--- src/rtl/mem_port_arbiter_pkg.sv ---
// ---------------------------------------------------------------------------
// mem_port_arbiter_pkg
// Shared CPU memory definitions: arbiter FSM state encoding, port-owner codes,
// the registered memory-command bundle and a helper that sizes the
// data-streak counter.
// ---------------------------------------------------------------------------
package mem_port_arbiter_pkg;

  localparam int WORD_W = 32;

  typedef enum logic [1:0] {
    ST_IDLE    = 2'd0,
    ST_ACCESS  = 2'd1,
    ST_RELEASE = 2'd2
  } arb_state_t;

  typedef enum logic {
    OWNER_I = 1'b0,
    OWNER_D = 1'b1
  } owner_t;

  typedef struct packed {
    logic              rd;
    logic              wr;
    logic [WORD_W-1:0] addr;
    logic [WORD_W-1:0] wdata;
  } mem_cmd_t;

  // Bits needed to count 0..limit (at least one bit so a limit of 0 still
  // yields a legal vector).
  function automatic int streak_width(input int limit);
    return (limit < 2) ? 1 : $clog2(limit + 1);
  endfunction

endpackage

--- src/rtl/mem_port_arbiter_fairness.sv ---
// ---------------------------------------------------------------------------
// mem_arb_fairness
// Picks the winner between the instruction-fetch and data ports and tracks
// how many data grants in a row were given while a fetch was waiting.
//
// Ports
//   clk, srst : clock and synchronous active-high reset
//   arb_en    : an arbitration happens on this edge (IDLE with a request)
//   i_req     : fetch request pending
//   d_req     : data request pending (read or write)
//   winner    : combinational grant decision for the current cycle
// ---------------------------------------------------------------------------
module mem_arb_fairness
  import mem_port_arbiter_pkg::*;
#(
  parameter int STARVE_LIMIT = 4
) (
  input  logic   clk,
  input  logic   srst,
  input  logic   arb_en,
  input  logic   i_req,
  input  logic   d_req,
  output owner_t winner
);

  localparam int              SW      = streak_width(STARVE_LIMIT);
  localparam logic [SW-1:0]   LIMIT_V = SW'(STARVE_LIMIT);

  logic [SW-1:0] streak_reg;
  logic [SW-1:0] streak_next;
  logic          starve_hit;

  // A limit of zero means data always wins; the counter then never leaves 0.
  assign starve_hit = (STARVE_LIMIT > 0) && (streak_reg == LIMIT_V);

  always_comb begin
    winner = OWNER_I;
    if (d_req && !(i_req && starve_hit)) begin
      winner = OWNER_D;
    end
  end

  always_comb begin
    streak_next = streak_reg;
    if (arb_en) begin
      if ((winner == OWNER_D) && i_req) begin
        if (streak_reg != LIMIT_V) begin
          streak_next = streak_reg + SW'(1);
        end
      end else begin
        // Fetch granted, or nobody was waiting on the fetch side.
        streak_next = '0;
      end
    end
  end

  always_ff @(posedge clk) begin
    if (srst) begin
      streak_reg <= '0;
    end else begin
      streak_reg <= streak_next;
    end
  end

endmodule

--- src/rtl/mem_port_arbiter.sv ---
// ---------------------------------------------------------------------------
// mem_port_arbiter
// Shares one unified memory port between an instruction-fetch port and a
// data port. One transaction at a time: IDLE arbitrates and registers the
// command, ACCESS holds it until the memory stops stalling, RELEASE gives the
// owning requester one cycle with its busywait low.
//
// Ports
//   CLK, RESET                 : clock, synchronous active-high reset
//   I_READ, I_ADDRESS          : fetch request and byte address
//   I_READDATA, I_BUSYWAIT     : registered fetch word, fetch stall
//   D_READ, D_WRITE            : data requests (both high = write)
//   D_ADDRESS, D_WRITEDATA     : data address and store data
//   D_READDATA, D_BUSYWAIT     : registered load word, data stall
//   M_READ, M_WRITE            : registered memory command
//   M_ADDRESS, M_WRITEDATA     : registered memory address / store data
//   M_READDATA, M_BUSYWAIT     : memory response, busy while serving
// ---------------------------------------------------------------------------
module mem_port_arbiter
  import mem_port_arbiter_pkg::*;
#(
  parameter int STARVE_LIMIT = 4
) (
  input  logic              CLK,
  input  logic              RESET,
  input  logic              I_READ,
  input  logic [WORD_W-1:0] I_ADDRESS,
  output logic [WORD_W-1:0] I_READDATA,
  output logic              I_BUSYWAIT,
  input  logic              D_READ,
  input  logic              D_WRITE,
  input  logic [WORD_W-1:0] D_ADDRESS,
  input  logic [WORD_W-1:0] D_WRITEDATA,
  output logic [WORD_W-1:0] D_READDATA,
  output logic              D_BUSYWAIT,
  output logic              M_READ,
  output logic              M_WRITE,
  output logic [WORD_W-1:0] M_ADDRESS,
  output logic [WORD_W-1:0] M_WRITEDATA,
  input  logic [WORD_W-1:0] M_READDATA,
  input  logic              M_BUSYWAIT
);

  arb_state_t state_reg, state_next;
  owner_t     owner_reg, owner_next;
  mem_cmd_t   cmd_reg, cmd_next;
  owner_t     arb_winner;

  logic d_req;
  logic any_req;
  logic arb_en;
  logic capture_en;

  assign d_req      = D_READ | D_WRITE;
  assign any_req    = I_READ | d_req;
  assign arb_en     = (state_reg == ST_IDLE) && any_req;
  // Only reads return data; a write (including read+write collision) leaves
  // both read-data registers alone.
  assign capture_en = (state_reg == ST_ACCESS) && !M_BUSYWAIT && cmd_reg.rd;

  mem_arb_fairness #(
    .STARVE_LIMIT(STARVE_LIMIT)
  ) u_fairness (
    .clk   (CLK),
    .srst  (RESET),
    .arb_en(arb_en),
    .i_req (I_READ),
    .d_req (d_req),
    .winner(arb_winner)
  );

  always_comb begin
    state_next = state_reg;
    owner_next = owner_reg;
    cmd_next   = cmd_reg;
    case (state_reg)
      ST_IDLE: begin
        if (any_req) begin
          owner_next = arb_winner;
          state_next = ST_ACCESS;
          if (arb_winner == OWNER_D) begin
            cmd_next.addr  = D_ADDRESS;
            cmd_next.wdata = D_WRITEDATA;
            cmd_next.wr    = D_WRITE;
            cmd_next.rd    = D_READ & ~D_WRITE;
          end else begin
            cmd_next.addr = I_ADDRESS;
            cmd_next.rd   = 1'b1;
            cmd_next.wr   = 1'b0;
          end
        end
      end
      ST_ACCESS: begin
        // Requests are ignored here: a dropped or re-addressed request does
        // not disturb the transaction already on the memory port.
        if (!M_BUSYWAIT) begin
          cmd_next.rd = 1'b0;
          cmd_next.wr = 1'b0;
          state_next  = ST_RELEASE;
        end
      end
      ST_RELEASE: begin
        state_next = ST_IDLE;
      end
      default: begin
        state_next = ST_IDLE;
      end
    endcase
  end

  always_ff @(posedge CLK) begin
    if (RESET) begin
      state_reg <= ST_IDLE;
      owner_reg <= OWNER_I;
      cmd_reg   <= '0;
    end else begin
      state_reg <= state_next;
      owner_reg <= owner_next;
      cmd_reg   <= cmd_next;
    end
  end

  // Per-requester read-data register and busywait; index 0 = fetch, 1 = data.
  logic [1:0]              req_vec;
  logic [1:0]              busy_vec;
  logic [1:0][WORD_W-1:0]  rdata_bus;

  assign req_vec = {d_req, I_READ};

  genvar gi;
  generate
    for (gi = 0; gi < 2; gi++) begin : g_req
      localparam owner_t OWN = (gi == 0) ? OWNER_I : OWNER_D;

      logic              owns;
      logic [WORD_W-1:0] rdata_reg;

      assign owns = (owner_reg == OWN);

      // Combinational so the requester sees the release in the same cycle;
      // it also keeps following the request while RESET is high.
      assign busy_vec[gi] = req_vec[gi] & ~((state_reg == ST_RELEASE) && owns);

      always_ff @(posedge CLK) begin
        if (RESET) begin
          rdata_reg <= '0;
        end else if (capture_en && owns) begin
          rdata_reg <= M_READDATA;
        end
      end

      assign rdata_bus[gi] = rdata_reg;
    end
  endgenerate

  assign I_READDATA  = rdata_bus[0];
  assign D_READDATA  = rdata_bus[1];
  assign I_BUSYWAIT  = busy_vec[0];
  assign D_BUSYWAIT  = busy_vec[1];

  assign M_READ      = cmd_reg.rd;
  assign M_WRITE     = cmd_reg.wr;
  assign M_ADDRESS   = cmd_reg.addr;
  assign M_WRITEDATA = cmd_reg.wdata;

endmodule

--- config.mk ---
export PLATFORM = sky130hd
export DESIGN_NAME = mem_port_arbiter
export DESIGN_NICKNAME = d
export VERILOG_FILES = /design/src/rtl/mem_port_arbiter_pkg.sv /design/src/rtl/mem_port_arbiter_fairness.sv /design/src/rtl/mem_port_arbiter.sv
export SDC_FILE = /design/constraint.sdc
export NUM_CORES = 1
export LEC_CHECK = 0
export CAP_MARGIN = 10
export CORE_UTILIZATION = 42
export CTS_CLUSTER_SIZE = 12
export DETAILED_ROUTE_END_ITERATION = 12
export GPL_ROUTABILITY_DRIVEN = 0
export PLACE_DENSITY = 0.81
export SYNTH_ARGS = -nofsm -noshare
export SYNTH_HDL_FRONTEND = slang
export SYNTH_SLANG_ARGS = --single-unit
--- constraint.sdc ---
create_clock -name CLK -period 1.92 [get_ports CLK]
set_input_delay 0.288 -clock CLK [delete_from_list [all_inputs] [get_ports CLK]]
set_output_delay 0.288 -clock CLK [all_outputs]
set_load 0.01 [all_outputs]
==> results.toml, run 1 <==
[logic_synthesis]
yosys_register_bits = 136
syn_avg_cell_area_sq_um = 9.35
synth_simple_gate_area_share_pct = 18.5
ys_types = 31
synth_top_family_by_area = "compound AO/OA/AOI/OAI gates"
synthAdderAreaFrac_pct = 0.420
syn_inst = 637
synthTopCellsByCount = "dfxtp_1, nand2b_1, a21oi_1, mux2i_1, clkbuf_1"
synth-edff-count = 0
ys_top_cells_by_area = "dfxtp_1, mux2i_1, nand2b_1, a21oi_1, a311oi_1"
yosysTopAreaCell = "dfxtp_1"
synth_area_sq_um = 5960
ys.flop_type = "dfxtp_1"
synth_compound_area_share_pct = 18.6
syn_nets = 773
async_flop_share_pct = 0
yosys.area_share.xor_xnor_pct = 0
synth.yosys.warnings = 0
yosysMostFrequentCell = "dfxtp_1"
synth_mux_area_share_pct = 10.8
yosysTopAreaCellShare_pct = 45.7
synth-seq-area-share_pct = 45.7

[cts]
cts_tree = "done"
postCtsResizedCells = 3
clkSinkCount = 136
holdBufCountCts = 0
clk_latency_ns = 0.41
cts_buffer_depth = 2
post_cts_buffers = 0
cts.clk_slew.worst_paths_ns = 0.06
htreeDepth = 4
root_buffer = "clkbuf_16"
numCtsBuffers = 17

[global_routing]
antenna_found_initial = 0
grt_max_degree = 74
grt_pass1_vias = 5534
grt_first_pass_wirelength_um = 29000
grt-ovfl-total = 0
grtUsageTotal_pct = 25.3

[final_layout]
drive_gt1_share_pct = 8.49
nNetsFinal = 1018
stdcell_area_sq_um = 9480
antenna_cells = 0
syn2layout_area_growth_pct = 59.2
stdcell_count = 1075

[sta]
final_hold_viol_count = 0
finalCriticalPeriod_ns = 1.80
slew_headroom_pct = 77.0
maxSlewViolCount = 0
final-setup-viol-count = 0
tightest_slew_ns = 0.346
max_freq_mhz = 555
timing.final.crit_share_pct = 93.9
grt_setup_unrepaired = "no"
fin_skew_ns = 0.00946

[hold_path]
hold_path.class = "input pin to flip-flop"
hold_end = "D_READDATA[11]"
min_path_cells = 3
hold_start = "RESET"

[setup_path]
end_kind = "output port"
crit_type = "flip-flop to output port"
reg2reg_to = "I_READDATA[20]"
critPathRequiredTime_ns = 1.63
rrSetupSlack_ns = 0.25
startpoint_type = "flip-flop"
worstPathArrival_ns = 1.51
crit_path_max_fanout = 5
rr_worst_depth = 4
r2r_start = "state_reg[0]"

[routing]
drt_pass1_iterations = 6
num_vias = 5828
vias_per_cell = 5.42
drt-wirelength-per-cell_um = 17.0
drc = 0
totalWireLength_um = 18300
ant_nets = 0
drt-initial-drc-count = 428

[placed_design]
port_buffers = 265
dp_cells = 1043
placed_cell_area_sq_um = 8900
dp_hpwl_um = 12300

[die]
rows = 43
design.core.area_sq_um = 13900
io-pin-count = 266
die_h_um = 121
die-area_sq_um = 14700
die_x_um = 121
start_util_pct = 42.9

[power]
power.leakage_nw = 3.63
max-vdd-ir-drop_mv = 0.535
power_density_nw_per_um2 = 803

[outcome]
status = "complete, no violations"

[flow_run]
maxCapViolations = 0
[kinds of logic (layout without fill, tap and decap cells)]
kind of cell / Yosys count / after routing
buffers and inverters: 75 / 333
muxes: 64 / 64
and+or+nand+nor: 184 / 184
AOI/OAI and AO/OA: 176 / 176
DFF: 136 / 136
adders and majority gates: 2 / 2
[cells in the final DEF (no fill, tap or decap), types with 11 or more instances in the layout]
cell / Yosys / layout
a21oi_1: 70 / 70
a311oi_1: 32 / 32
buf_12: 3 / 11
buf_4: 0 / 22
clkbuf_16: 0 / 17
clkdlybuf4s50_1: 0 / 262
dfxtp_1: 136 / 135
mux2i_1: 64 / 64
nand2b_1: 96 / 96
nand3_1: 37 / 35
nand4_1: 32 / 32
o21ai_0: 34 / 34
o31ai_1: 32 / 32
[power breakdown]
part           total [mW]  internal (mW)  switching (mW)
clock                3.19           1.97            1.22
sequential           3.08           2.98          0.0950
combinational        1.34          0.762           0.576
total                7.61           5.72            1.89
[through the flow]
step	setup slack [ns]	total power, mW	util, %	hold WS [ns]	TNS, ns
finish	0.118	7.61	68.3	0.387	0
global route	0.0562	7.92	68.3	0.400	0
CTS	0.0953	7.66	68.3	0.375	0
detailed placement	-0.0866	4.47	64.1	0.460	-0.226
global placement	-0.0793	4.46	64.1	0.454	-0.0793
floorplan	0.401	3.70	-	0.436	0
[area by class of cell]
class	instances	area, sq um
multi-input combinational	426	2910
fill	1111	4400
clock inverter	12	126
sequential	136	2720
timing repair buffer	297	3030
inverter	4	15.0
clock buffer	20	457
tap	180	225
[worst max-delay path by stage]
stage	from	end	slack [ns]	depth (start not counted)
global route	state_reg[1]	I_BUSYWAIT	0.06	3
finish	state_reg[0]	I_BUSYWAIT	0.12	3
floorplan	u_fairness.streak_reg[0]	M_WRITEDATA[0]	0.40	7
detailed placement	D_WRITE	D_BUSYWAIT	-0.09	4
CTS	state_reg[0]	I_BUSYWAIT	0.1	3
global placement	D_WRITE	D_BUSYWAIT	-0.08	4
[per-layer routing]
layer  routed length (um)  up-vias  GRT usage, %
met3                 1420       26          8.46
met5                    0        -             0
met2                 8790      241          40.4
li1                     -     2820             -
met4                  360        0          8.80
met1                 7700     2741          31.7
[worst max-delay path, stage by stage (launching register included)]
cell,delay (ns)
dfxtp_1,0.35
buf_4,0.17
o31a_2,0.28
dlygate4sd2_1,0.30
Note: power is estimated with default switching activity, not from simulation.
==> run 2, diff against run 1 <==
--- a/config.mk
+++ b/config.mk
@@ -5,6 +5,7 @@
 export SDC_FILE = /design/constraint.sdc
 export NUM_CORES = 1
 export LEC_CHECK = 0
+export ABC_CLOCK_PERIOD_IN_PS = 1920
 export CAP_MARGIN = 10
 export CORE_UTILIZATION = 42
 export CTS_CLUSTER_SIZE = 12
==> results of run 2 <==
No change in the layout: final DEF, timing and power equal those of run 1.
==> run 3, diff against run 2 <==
--- a/config.mk
+++ b/config.mk
@@ -7,11 +7,12 @@
 export LEC_CHECK = 0
 export ABC_CLOCK_PERIOD_IN_PS = 1920
 export CAP_MARGIN = 10
-export CORE_UTILIZATION = 42
-export CTS_CLUSTER_SIZE = 12
+export CELL_PAD_IN_SITES_DETAIL_PLACEMENT = 0
+export CELL_PAD_IN_SITES_GLOBAL_PLACEMENT = 1
+export CORE_UTILIZATION = 30
 export DETAILED_ROUTE_END_ITERATION = 12
 export GPL_ROUTABILITY_DRIVEN = 0
-export PLACE_DENSITY = 0.81
+export PLACE_DENSITY_LB_ADDON = 0.1
 export SYNTH_ARGS = -nofsm -noshare
 export SYNTH_HDL_FRONTEND = slang
 export SYNTH_SLANG_ARGS = --single-unit
==> results.toml, run 3 (same netlist as run 1, synthesis figures left out) <==
[final_layout]
final_common_cell = "clkdlybuf4s50_1"
mostFrequentLayoutCells = "clkdlybuf4s50_1, dfxtp_1, nand2b_1"
regArea_sq_um = 2720
fin_util_pct = 49.3
nNetsFinal = 1019
fillers = 1801
drive_gt1_share_pct = 8.59
syn2layout_area_growth_pct = 60.9
multiInputGateArea_sq_um = 2910
antenna_cells = 0

[die]
design.core.area_sq_um = 19500
rows = 51
die_x_um = 143
io-pin-count = 266
start_util_pct = 30.6
die_h_um = 143
die-area_sq_um = 20400

[global_routing]
grt_pass1_vias = 5884
grt_max_degree = 59
antenna_found_initial = 0
grtUsageTotal_pct = 19.4
grt-ovfl-total = 0
grt_first_pass_wirelength_um = 30900

[cts]
cts_buffer_depth = 2
cts.clk_slew.worst_paths_ns = 0.06
numCtsBuffers = 17
post_cts_buffers = 0
cts_tree = "done"
clkSinkCount = 136
clk_latency_ns = 0.42
root_buffer = "clkbuf_16"
postCtsResizedCells = 2
htreeDepth = 4
holdBufCountCts = 0

[setup_path]
rr_worst_depth = 6
critPathRequiredTime_ns = 1.63
worstPathArrival_ns = 1.50
r2r_start = "u_fairness.streak_reg[0]"
reg2reg_to = "M_WRITEDATA[11]"
crit_type = "flip-flop to output port"
rrSetupSlack_ns = 0.18
startpoint_type = "flip-flop"
crit_path_max_fanout = 5
end_kind = "output port"

[routing]
dr_wl_met2_um = 9420
ant_nets = 0
top_layer = "met4"
totalWireLength_um = 19600
drt_pass1_iterations = 4
num_vias = 5852
route.met3.wl_um = 1810
met1_length_um = 8070
vias_per_cell = 5.04
drt-wirelength-per-cell_um = 16.9
drc = 0
drt-initial-drc-count = 262

[hold_path]
hold_start = "RESET"
min_path_cells = 2
hold_end = "state_reg[0]"
hold_path.class = "input pin to flip-flop"

[power]
max-vdd-ir-drop_mv = 0.493
power.leakage_nw = 3.64
power_mw = 7.66
power_density_nw_per_um2 = 799

[flow_run]
maxCapViolations = 0

[sta]
final-setup-viol-count = 0
setup_slack_ns = 0.130
fin_tns_setup_ns = 0
timing.final.crit_share_pct = 93.2
finalCriticalPeriod_ns = 1.79
slew_headroom_pct = 72.0
tightest_slew_ns = 0.419
maxSlewViolCount = 0
final_hold_viol_count = 0
fin_skew_ns = 0.00957
max_freq_mhz = 559
fin_worst_hold_slack_ns = 0.210
grt_setup_unrepaired = "no"

[placed_design]
port_buffers = 265
dp_hpwl_um = 13800
dpl_worst_slack_ns = -0.0690

[outcome]
status = "complete, no violations"
run 3: cell types whose count changed in the layout (fill, tap and decap cells not counted), sizes merged:
cell      previous run  this run
clkinv               5         7
clkbuf              20        18
clkinvlp             5         2
buf                 33        34
inv                  4         7
run 3: report_power, final:
group          switching (mW)  total, mW  internal [mW]
clock                    1.29       3.24           1.95
combinational           0.585       1.34          0.752
sequential             0.0985       3.08           2.98
total                    1.97       7.66           5.69
run 3: metrics by stage:
step	cells	cell area, sq um
floorplan	637	5960
global placement	1129	9000
detailed placement	1129	9000
CTS	1161	9590
global route	1161	9590
finish	1161	9590
run 3: worst max-delay path by stage:
| stage | depth (start not counted) | from | slack, ns | to |
|---|---|---|---|---|
| 4_1_cts | 3 | state_reg[0] | 0.11 | I_BUSYWAIT |
| 2_1_floorplan | 7 | u_fairness.streak_reg[0] | 0.40 | M_WRITEDATA[0] |
| 6_report | 3 | state_reg[0] | 0.13 | I_BUSYWAIT |
| 3_3_place_gp | 4 | D_READ | -0.01 | D_BUSYWAIT |
| 5_1_grt | 3 | state_reg[0] | 0.06 | I_BUSYWAIT |
| 3_5_place_dp | 6 | D_READ | -0.07 | M_ADDRESS[23] |
run 3: final cells by class:
type | count | share of cell area (%)
clock buffers | 18 | 4.58
clock inverters | 14 | 1.54
inverters | 4 | 0.157
multi-input cells | 426 | 30.3
flip-flops and latches | 136 | 28.4
well taps | 265 | 3.46
repair buffers | 298 | 31.5
run 3: routing by layer:
layer	global-route usage, %	vias to the layer above
met5	0	-
met4	7.53	0
met3	7.14	24
met2	32.4	220
met1	22.5	2782
li1	-	2826
run 3: worst max-delay path, cell delays in order (launching register included):
cell	delay, ns
dfxtp_1	0.33
buf_4	0.16
o31a_2	0.29
dlygate4sd2_1	0.30
